<file path="src/rtl/music_box_mode_arbiter_if.sv">
// Bundles the per-mode request/bus inputs and the shared SDRAM/DAC/status outputs.
// The arbiter connects through the slave modport and its driver through the master modport.
interface music_box_mode_arbiter_if #(
  parameter int NUM_MODES   = 4,
  parameter int AUDIO_WIDTH = 8,
  parameter int ADDR_WIDTH  = 25,
  parameter int DATA_WIDTH  = 16
) ();
  localparam int SW = $clog2(NUM_MODES + 1) + 1;

  logic [NUM_MODES-1:0]             request_n;
  logic                             abort_n;
  logic [NUM_MODES-1:0]             mode_complete;
  logic [NUM_MODES*AUDIO_WIDTH-1:0] mode_audio;
  logic [NUM_MODES*ADDR_WIDTH-1:0]  mode_sdram_address;
  logic [NUM_MODES*DATA_WIDTH-1:0]  mode_sdram_writeData;
  logic [NUM_MODES-1:0]             mode_sdram_isWriting;
  logic [NUM_MODES-1:0]             mode_sdram_inputValid;

  logic [ADDR_WIDTH-1:0]            sdram_inputAddress;
  logic [DATA_WIDTH-1:0]            sdram_writeData;
  logic                             sdram_isWriting;
  logic                             sdram_inputValid;
  logic [SW-1:0]                    outputState;
  logic [NUM_MODES-1:0]             mode_enable;
  logic                             in_holdoff;
  logic [AUDIO_WIDTH-1:0]           outputAudio;

  modport master (
    output request_n, abort_n, mode_complete, mode_audio,
           mode_sdram_address, mode_sdram_writeData, mode_sdram_isWriting, mode_sdram_inputValid,
    input  sdram_inputAddress, sdram_writeData, sdram_isWriting, sdram_inputValid,
           outputState, mode_enable, in_holdoff, outputAudio
  );

  modport slave (
    input  request_n, abort_n, mode_complete, mode_audio,
           mode_sdram_address, mode_sdram_writeData, mode_sdram_isWriting, mode_sdram_inputValid,
    output sdram_inputAddress, sdram_writeData, sdram_isWriting, sdram_inputValid,
           outputState, mode_enable, in_holdoff, outputAudio
  );
endinterface

</file>
<file path="src/rtl/music_box_mode_arbiter.sv">
// Arbitrates NUM_MODES button-selected modes, tracks the active one through completion,
// holdoff and rearm, and muxes its SDRAM bus and audio onto the shared controller and DAC.
module music_box_mode_arbiter #(
  parameter int NUM_MODES      = 4,
  parameter int AUDIO_WIDTH    = 8,
  parameter int ADDR_WIDTH     = 25,
  parameter int DATA_WIDTH     = 16,
  parameter int HOLDOFF_CYCLES = 32,
  parameter int TIMEOUT_CYCLES = 0,
  parameter int MIX_ALL        = 0
) (
  input  logic                      clock_50Mhz,
  input  logic                      reset,
  music_box_mode_arbiter_if.slave   bus
);
  localparam int IW   = (NUM_MODES > 1) ? $clog2(NUM_MODES) : 1;
  localparam int SW   = $clog2(NUM_MODES + 1) + 1;
  localparam int HW   = (HOLDOFF_CYCLES > 1) ? $clog2(HOLDOFF_CYCLES) : 1;
  localparam int WW   = (TIMEOUT_CYCLES > 1) ? $clog2(TIMEOUT_CYCLES) : 1;
  localparam int SUMW = AUDIO_WIDTH + $clog2(NUM_MODES);
  localparam int WD_LAST_I = (TIMEOUT_CYCLES > 0) ? TIMEOUT_CYCLES - 1 : 0;
  localparam bit WD_EN = (TIMEOUT_CYCLES > 0);
  localparam logic [HW-1:0] HOLD_LAST = HW'(HOLDOFF_CYCLES - 1);
  localparam logic [WW-1:0] WD_LAST   = WW'(WD_LAST_I);

  typedef enum logic [1:0] {
    ST_IDLE    = 2'd0,
    ST_ACTIVE  = 2'd1,
    ST_HOLDOFF = 2'd2,
    ST_ERROR   = 2'd3
  } state_t;

  state_t                 state_q, state_d;
  logic [IW-1:0]          active_q, active_d;
  logic                   rearm_q, rearm_d;
  logic [HW-1:0]          hold_cnt_q, hold_cnt_d;
  logic [WW-1:0]          wd_cnt_q, wd_cnt_d;
  logic [NUM_MODES-1:0]   enable_q, enable_d;
  logic [SW-1:0]          state_out_q, state_out_d;
  logic                   holdoff_q, holdoff_d;
  logic [ADDR_WIDTH-1:0]  addr_q, addr_d;
  logic [DATA_WIDTH-1:0]  wdata_q, wdata_d;
  logic                   wr_q, wr_d;
  logic                   valid_q, valid_d;
  logic [AUDIO_WIDTH-1:0] audio_q, audio_d;
  logic                   fwd_s;

  function automatic logic [IW-1:0] pick_highest(input logic [NUM_MODES-1:0] req_n);
    logic [IW-1:0] idx;
    idx = '0;
    for (int i = 0; i < NUM_MODES; i++) begin
      if (!req_n[i]) idx = IW'(i);
    end
    return idx;
  endfunction

  function automatic logic [AUDIO_WIDTH-1:0] sat_mix(input logic [NUM_MODES*AUDIO_WIDTH-1:0] a);
    logic [SUMW-1:0] s;
    s = '0;
    for (int i = 0; i < NUM_MODES; i++) begin
      s = s + SUMW'(a[i*AUDIO_WIDTH +: AUDIO_WIDTH]);
    end
    if ((s >> AUDIO_WIDTH) != '0) return '1;
    else                          return s[AUDIO_WIDTH-1:0];
  endfunction

  // Next-state, counters and the registered output values.
  always_comb begin
    state_d    = state_q;
    active_d   = active_q;
    rearm_d    = rearm_q;
    hold_cnt_d = hold_cnt_q;
    wd_cnt_d   = wd_cnt_q;

    case (state_q)
      ST_IDLE: begin
        if (rearm_q && !(&bus.request_n)) begin
          state_d  = ST_ACTIVE;
          active_d = pick_highest(bus.request_n);
          rearm_d  = 1'b0;
          wd_cnt_d = '0;
        end else if (&bus.request_n) begin
          rearm_d = 1'b1;
        end else begin
          rearm_d = rearm_q;
        end
      end
      ST_ACTIVE: begin
        if (bus.mode_complete[active_q] || !bus.abort_n) begin
          state_d    = ST_HOLDOFF;
          hold_cnt_d = '0;
        end else if (WD_EN && (wd_cnt_q == WD_LAST)) begin
          state_d = ST_ERROR;
        end else if (WD_EN) begin
          wd_cnt_d = wd_cnt_q + WW'(32'd1);
        end else begin
          wd_cnt_d = wd_cnt_q;
        end
      end
      ST_HOLDOFF: begin
        if (hold_cnt_q == HOLD_LAST) begin
          state_d    = ST_IDLE;
          hold_cnt_d = '0;
        end else begin
          hold_cnt_d = hold_cnt_q + HW'(32'd1);
        end
      end
      ST_ERROR: begin
        state_d = ST_ERROR;
      end
      default: begin
        state_d = ST_IDLE;
      end
    endcase

    if (state_d == ST_ACTIVE) enable_d = NUM_MODES'(32'd1) << active_d;
    else                      enable_d = '0;

    case (state_d)
      ST_ACTIVE: state_out_d = SW'(active_d) + SW'(32'd1);
      ST_ERROR:  state_out_d = {1'b1, {(SW-1){1'b0}}};
      default:   state_out_d = '0;
    endcase

    holdoff_d = (state_d == ST_HOLDOFF);

    // Forward the bus of the mode enabled this cycle, but blank it on the edge that enters ERROR.
    fwd_s = (state_q == ST_ACTIVE) && (state_d != ST_ERROR);
    if (fwd_s) begin
      addr_d  = bus.mode_sdram_address[int'(active_q)*ADDR_WIDTH +: ADDR_WIDTH];
      wdata_d = bus.mode_sdram_writeData[int'(active_q)*DATA_WIDTH +: DATA_WIDTH];
      wr_d    = bus.mode_sdram_isWriting[active_q];
      valid_d = bus.mode_sdram_inputValid[active_q];
    end else begin
      addr_d  = '0;
      wdata_d = '0;
      wr_d    = 1'b0;
      valid_d = 1'b0;
    end

    if (MIX_ALL != 0) begin
      if (state_d == ST_ERROR) audio_d = '0;
      else                     audio_d = sat_mix(bus.mode_audio);
    end else if (fwd_s) begin
      audio_d = bus.mode_audio[int'(active_q)*AUDIO_WIDTH +: AUDIO_WIDTH];
    end else begin
      audio_d = '0;
    end
  end

  // State, counters and every output register, with synchronous reset.
  always_ff @(posedge clock_50Mhz) begin
    if (reset) begin
      state_q     <= ST_IDLE;
      active_q    <= '0;
      rearm_q     <= 1'b0;
      hold_cnt_q  <= '0;
      wd_cnt_q    <= '0;
      enable_q    <= '0;
      state_out_q <= '0;
      holdoff_q   <= 1'b0;
      addr_q      <= '0;
      wdata_q     <= '0;
      wr_q        <= 1'b0;
      valid_q     <= 1'b0;
      audio_q     <= '0;
    end else begin
      state_q     <= state_d;
      active_q    <= active_d;
      rearm_q     <= rearm_d;
      hold_cnt_q  <= hold_cnt_d;
      wd_cnt_q    <= wd_cnt_d;
      enable_q    <= enable_d;
      state_out_q <= state_out_d;
      holdoff_q   <= holdoff_d;
      addr_q      <= addr_d;
      wdata_q     <= wdata_d;
      wr_q        <= wr_d;
      valid_q     <= valid_d;
      audio_q     <= audio_d;
    end
  end

  assign bus.mode_enable        = enable_q;
  assign bus.outputState        = state_out_q;
  assign bus.in_holdoff         = holdoff_q;
  assign bus.sdram_inputAddress = addr_q;
  assign bus.sdram_writeData    = wdata_q;
  assign bus.sdram_isWriting    = wr_q;
  assign bus.sdram_inputValid   = valid_q;
  assign bus.outputAudio        = audio_q;
endmodule
</file>
<file path="src/flat_wrapper.sv">
// flat-port wrapper written by rule: the top's interface ports become plain ports
module music_box_mode_arbiter_flat 
#(
  parameter int NUM_MODES      = 4,
  parameter int AUDIO_WIDTH    = 8,
  parameter int ADDR_WIDTH     = 25,
  parameter int DATA_WIDTH     = 16,
  parameter int HOLDOFF_CYCLES = 32,
  parameter int TIMEOUT_CYCLES = 0,
  parameter int MIX_ALL        = 0
)
  (clock_50Mhz, reset, bus_request_n, bus_abort_n, bus_mode_complete, bus_mode_audio, bus_mode_sdram_address, bus_mode_sdram_writeData, bus_mode_sdram_isWriting, bus_mode_sdram_inputValid, bus_sdram_inputAddress, bus_sdram_writeData, bus_sdram_isWriting, bus_sdram_inputValid, bus_outputState, bus_mode_enable, bus_in_holdoff, bus_outputAudio);
  music_box_mode_arbiter_if #(.NUM_MODES(NUM_MODES), .AUDIO_WIDTH(AUDIO_WIDTH), .ADDR_WIDTH(ADDR_WIDTH), .DATA_WIDTH(DATA_WIDTH)) bus_i ();
  input  logic clock_50Mhz;
  input  logic reset;
  input wire logic [$bits(bus_i.request_n)-1:0] bus_request_n;
  input wire logic [$bits(bus_i.abort_n)-1:0] bus_abort_n;
  input wire logic [$bits(bus_i.mode_complete)-1:0] bus_mode_complete;
  input wire logic [$bits(bus_i.mode_audio)-1:0] bus_mode_audio;
  input wire logic [$bits(bus_i.mode_sdram_address)-1:0] bus_mode_sdram_address;
  input wire logic [$bits(bus_i.mode_sdram_writeData)-1:0] bus_mode_sdram_writeData;
  input wire logic [$bits(bus_i.mode_sdram_isWriting)-1:0] bus_mode_sdram_isWriting;
  input wire logic [$bits(bus_i.mode_sdram_inputValid)-1:0] bus_mode_sdram_inputValid;
  output wire logic [$bits(bus_i.sdram_inputAddress)-1:0] bus_sdram_inputAddress;
  output wire logic [$bits(bus_i.sdram_writeData)-1:0] bus_sdram_writeData;
  output wire logic [$bits(bus_i.sdram_isWriting)-1:0] bus_sdram_isWriting;
  output wire logic [$bits(bus_i.sdram_inputValid)-1:0] bus_sdram_inputValid;
  output wire logic [$bits(bus_i.outputState)-1:0] bus_outputState;
  output wire logic [$bits(bus_i.mode_enable)-1:0] bus_mode_enable;
  output wire logic [$bits(bus_i.in_holdoff)-1:0] bus_in_holdoff;
  output wire logic [$bits(bus_i.outputAudio)-1:0] bus_outputAudio;
  assign bus_i.request_n = bus_request_n;
  assign bus_i.abort_n = bus_abort_n;
  assign bus_i.mode_complete = bus_mode_complete;
  assign bus_i.mode_audio = bus_mode_audio;
  assign bus_i.mode_sdram_address = bus_mode_sdram_address;
  assign bus_i.mode_sdram_writeData = bus_mode_sdram_writeData;
  assign bus_i.mode_sdram_isWriting = bus_mode_sdram_isWriting;
  assign bus_i.mode_sdram_inputValid = bus_mode_sdram_inputValid;
  assign bus_sdram_inputAddress = bus_i.sdram_inputAddress;
  assign bus_sdram_writeData = bus_i.sdram_writeData;
  assign bus_sdram_isWriting = bus_i.sdram_isWriting;
  assign bus_sdram_inputValid = bus_i.sdram_inputValid;
  assign bus_outputState = bus_i.outputState;
  assign bus_mode_enable = bus_i.mode_enable;
  assign bus_in_holdoff = bus_i.in_holdoff;
  assign bus_outputAudio = bus_i.outputAudio;
  music_box_mode_arbiter #(.NUM_MODES(NUM_MODES), .AUDIO_WIDTH(AUDIO_WIDTH), .ADDR_WIDTH(ADDR_WIDTH), .DATA_WIDTH(DATA_WIDTH), .HOLDOFF_CYCLES(HOLDOFF_CYCLES), .TIMEOUT_CYCLES(TIMEOUT_CYCLES), .MIX_ALL(MIX_ALL)) u_core (.clock_50Mhz(clock_50Mhz), .reset(reset), .bus(bus_i));
endmodule
</file>
<file path="config.mk">
export PLATFORM = sky130hd
export DESIGN_NAME = music_box_mode_arbiter_flat
export DESIGN_NICKNAME = d
export VERILOG_FILES = /design/src/rtl/music_box_mode_arbiter_if.sv /design/src/rtl/music_box_mode_arbiter.sv /design/src/flat_wrapper.sv
export SDC_FILE = /design/constraint.sdc
export NUM_CORES = 1
export LEC_CHECK = 0
export ABC_AREA = 1
export ABC_CLOCK_PERIOD_IN_PS = 1810
export CELL_PAD_IN_SITES_DETAIL_PLACEMENT = 1
export CELL_PAD_IN_SITES_GLOBAL_PLACEMENT = 2
export CORE_ASPECT_RATIO = 1.2
export CORE_MARGIN = 5
export CORE_UTILIZATION = 15
export DETAILED_ROUTE_END_ITERATION = 7
export GPL_TIMING_DRIVEN = 1
export PLACE_DENSITY = 0.87
export SYNTH_ARGS = -nofsm -noshare
export SYNTH_HDL_FRONTEND = slang
export SYNTH_SLANG_ARGS = --single-unit
export TNS_END_PERCENT = 30
</file>
<file path="constraint.sdc">
create_clock -name clock_50Mhz -period 1.81 [get_ports clock_50Mhz]
set_input_delay 0.362 -clock clock_50Mhz [delete_from_list [all_inputs] [get_ports clock_50Mhz]]
set_output_delay 0.362 -clock clock_50Mhz [all_outputs]
set_load 0.02 [all_outputs]
</file>
==> results <==
- The flow ran to the end, and the final reports show no timing, DRC or antenna violations.
- The average wire per standard cell is ~16 µm.
- The first-pass detailed-route iteration total is 4.
- Input and output buffers added on the ports amount to 274.
- On the critical path the largest part of the delay comes from buffers and inverters.
- In the routed layout, each cell is associated on average with a via count of 4.045.
- The flip-flop and latch count after synthesis is 70.
- Headroom to the max-slew limit came out at 72.85%.
- The die is 178.8 µm tall.
- The first routing iteration left around 140 violations.
- The clock drives 70 sinks.
- The number of clock buffers inserted by TritonCTS is 9.
- For this run, the slowest stage of the critical path takes ~640 ps.
- Once layout is complete, the cells apart from fillers number 1,135.
- At the worst endpoint, the required time is 1450 ps.
- Summing the sequential cell areas from Yosys gives 39.34% of the chip area.
- Synthesis handed over a netlist of roughly 550 instances.
- For the pin with the worst max-slew slack, the measured transition is roughly 410 ps.
- The clock root buffer master is sky130_fd_sc_hd__clkbuf_16.
- The capturing element type of the critical path is an output port.
- The ratio of total power to cell area is 1029 mW/mm².
- The final critical delay including setup and external delays is 1651 ps.
- The post-detailed-route count of antenna-violating nets is 0.
- The count of final max-slew check failures is 0.
- STA classifies the critical path startpoint as a register.
- The worst hold path class is register to register.
- The number of buffers and inverters on the critical path is 1.
- The global router's overall resource usage is 12.65%.
- approximately 280 I/O pins were placed.
- The library cell occupying the most area in the post-synthesis netlist is sky130_fd_sc_hd__dfxtp_1.
- Post-CTS timing repair inserted 0 buffers for setup.
- The area growth from synthesis to layout is 97.44%.
- The floorplan step defined a die boundary enclosing 0.02694 mm².
- After detailed routing, the number of remaining DRC violations is 0.
- The post-route netlist has 6.585% of its cells at a drive strength greater than 1.
- The diode insertion count for antenna repair is 0.
- A synthesized cell averages between 6 and 7 µm².
- The maximum number of buffers from clock root to sink is 2.
- After global routing the overflow that remains totals 0.
- The area used by sequential logic in the layout is 0.001408 mm².
- At the end of the flow, the number of nets in the layout was 1,034.
- For this design, the slowest cell found on the critical path is sky130_fd_sc_hd__clkdlybuf4s50_1.
- Power comes to 7240 µW.
- VDD sags by at most 0.4623 mV.
- The cell area that synthesis handed to floorplanning was 0.003562 mm².
- After legalization and detailed placement, the total HPWL measured approximately 14,000 µm.
- The total vias in the final route is 4,591.
- The number of placed instances, taps included is 1,120.
- The total number of placement rows is 61.
- Sorting the synthesized cells by area gives the leading types as sky130_fd_sc_hd__dfxtp_1 (39%), sky130_fd_sc_hd__nor2_1 (23%), sky130_fd_sc_hd__o21ai_0 (15%).
- Setup repair after global routing left no endpoint under its margin.
- The number of hold violations in the final report came to 0.
- The leakage power is 0.002688 µW.
- The upper clock frequency limit is between 600 and 700 MHz.
- At the later pin of the worst-skew pair, clock insertion delay measures roughly 340 ps.
- In this run the horizontal extent of the chip is between 150 and 200 µm.
- The number of distinct standard cells referenced by the synthesized netlist is 23.
- The ratio of final minimum period to clock period is 91.20%.
- Of all nets on the critical path, the largest fanout is 1.
- Counting every net in the synthesized netlist gives 770.
- The final estimated routing congestion in global placement is 0.7429.
- The initial cell density of the core is ~15%.
- The hold-fix buffer count after cts is 0.
- Walking the worst path, the cells encountered are clkdlybuf4s50_1.
- The Yosys step of the flow raised 0 warnings.
- The number of fillers in the final layout is around 2,800.
- The area share of the largest cell type after synthesis is around two fifths.
- The critical path in this run is classified as register to output port.
- For the worst setup path, the data arrival time is between 1000 and 1500 ps.
- The tool flagged a number of max-cap violations equal to 0.
- The post-CTS resize count is 0.
- The routed design has 17,940 µm of wire.
- The footprint of the multi-input gates is 0.001919 mm².
- The maximum level of the CTS H-tree is 3.
- In this run the standard cell core region covers 0.02328 mm².
- After clock tree synthesis, the clock-pin slew on the worst setup and hold paths is 60 ps.
- The first global-routing pass estimated 26,280 µm of wire.
- The initial antenna violation count came to 0.
- Entering global routing, the biggest net connects 53 pins.
- The setup-violating endpoint count in the final report is 0.
- The number of global-route vias before repair was 4,845.
- The clock arrives with about 6 ps of skew.
- TritonCTS built the clock tree.
-- cells in the mapped netlist, drive strengths merged --
cell type	n
a21oi	60
buf	15
clkbuf	25
clkinv	1
dfxtp	70
ha	3
inv	16
nand2	22
nand3	9
nand4	1
nor2	220
o211ai	1
o21ai	109
-- placed cells by master (no fill, tap or decap), types with 5 or more instances in the layout --
cell                              instances
sky130_fd_sc_hd__o21ai_0                108
sky130_fd_sc_hd__buf_4                   13
sky130_fd_sc_hd__clkdlybuf4s50_1        274
sky130_fd_sc_hd__nor2_1                 216
sky130_fd_sc_hd__dfxtp_1                 67
sky130_fd_sc_hd__a21oi_1                 59
sky130_fd_sc_hd__clkbuf_16                9
sky130_fd_sc_hd__buf_12                   6
sky130_fd_sc_hd__inv_1                   15
sky130_fd_sc_hd__nand3_2                  6
sky130_fd_sc_hd__nand2_2                  5
sky130_fd_sc_hd__nand2_1                 16
-- registers in the layout (all words and copies together) (netlist names) --
| register | count |
|---|---|
| u_core.bus.sdram_inputAddress | 25 |
| u_core.bus.in_holdoff | 1 |
| u_core.state_q | 2 |
| u_core.hold_cnt_q | 5 |
| u_core.bus.outputAudio | 8 |
| u_core.bus.sdram_writeData | 16 |
| u_core.bus.sdram_inputValid | 1 |
| u_core.bus.outputState | 4 |
| u_core.active_q | 2 |
| u_core.rearm_q | 1 |
| u_core.bus.mode_enable | 4 |
| u_core.bus.sdram_isWriting | 1 |
-- power breakdown --
group	switching [µW]	total, µW	internal, µW
Sequential	139	1940	1800
Combinational	1990	3530	1540
Clock	716	1780	1060
-- area by class of cell --
type,instances,area share (%)
Clock buffer,11,3.309
Multi-Input combinational cell,425,27.29
Tap cell,315,5.604
Inverter,17,0.9785
Timing Repair Buffer,293,42.09
Sequential cell,70,20.01
Clock inverter,4,0.7116
-- layer usage --
layer,global-route usage (%),share of wire (%),vias up
li1,-,-,2322
met1,13.69,40,2108
met2,23.83,52,138
met3,2.933,6.1,23
met4,4.535,2.3,0
met5,0,0,-
-- worst paths after layout --
path | cells after the start | endpoint | slack, ps | startpoint
worst max-delay path | 1 | bus_sdram_writeData[4] | 160 | u_core.bus.sdram_writeData[4]
worst max register to register | 9 | u_core.hold_cnt_q[3] | 220 | u_core.hold_cnt_q[0]
worst min register to register | 1 | u_core.hold_cnt_q[0] | 450 | u_core.hold_cnt_q[0]
worst min-delay path | 1 | u_core.hold_cnt_q[0] | 450 | u_core.hold_cnt_q[0]
-- through the flow --
step	TNS, ps	worst slack, ps	area, µm²	util, %	hold WS [ps]
floorplan	0	322.0	3562	-	443.4
global placement	-56.34	-56.34	6743	28.97	461.7
detailed placement	-92.05	-92.05	6743	28.97	465.0
CTS	0	110.1	7025	30.18	475.8
global route	0	24.18	7033	30.21	466.4
finish	0	159.3	7033	30.21	452.6
-- cell families (layout without fill, tap and decap cells) --
logic type,after synthesis,in the layout,synth area share (%)
buffers and inverters,57,325,7.025
AO/OA/AOI/OAI,170,170,23.96
adder cells (fa/ha/maj),3,3,1.054
flip-flops,70,70,39.34
AND/OR/NAND/NOR,252,252,28.63
No activity file was read; power rests on OpenSTA's default activity.
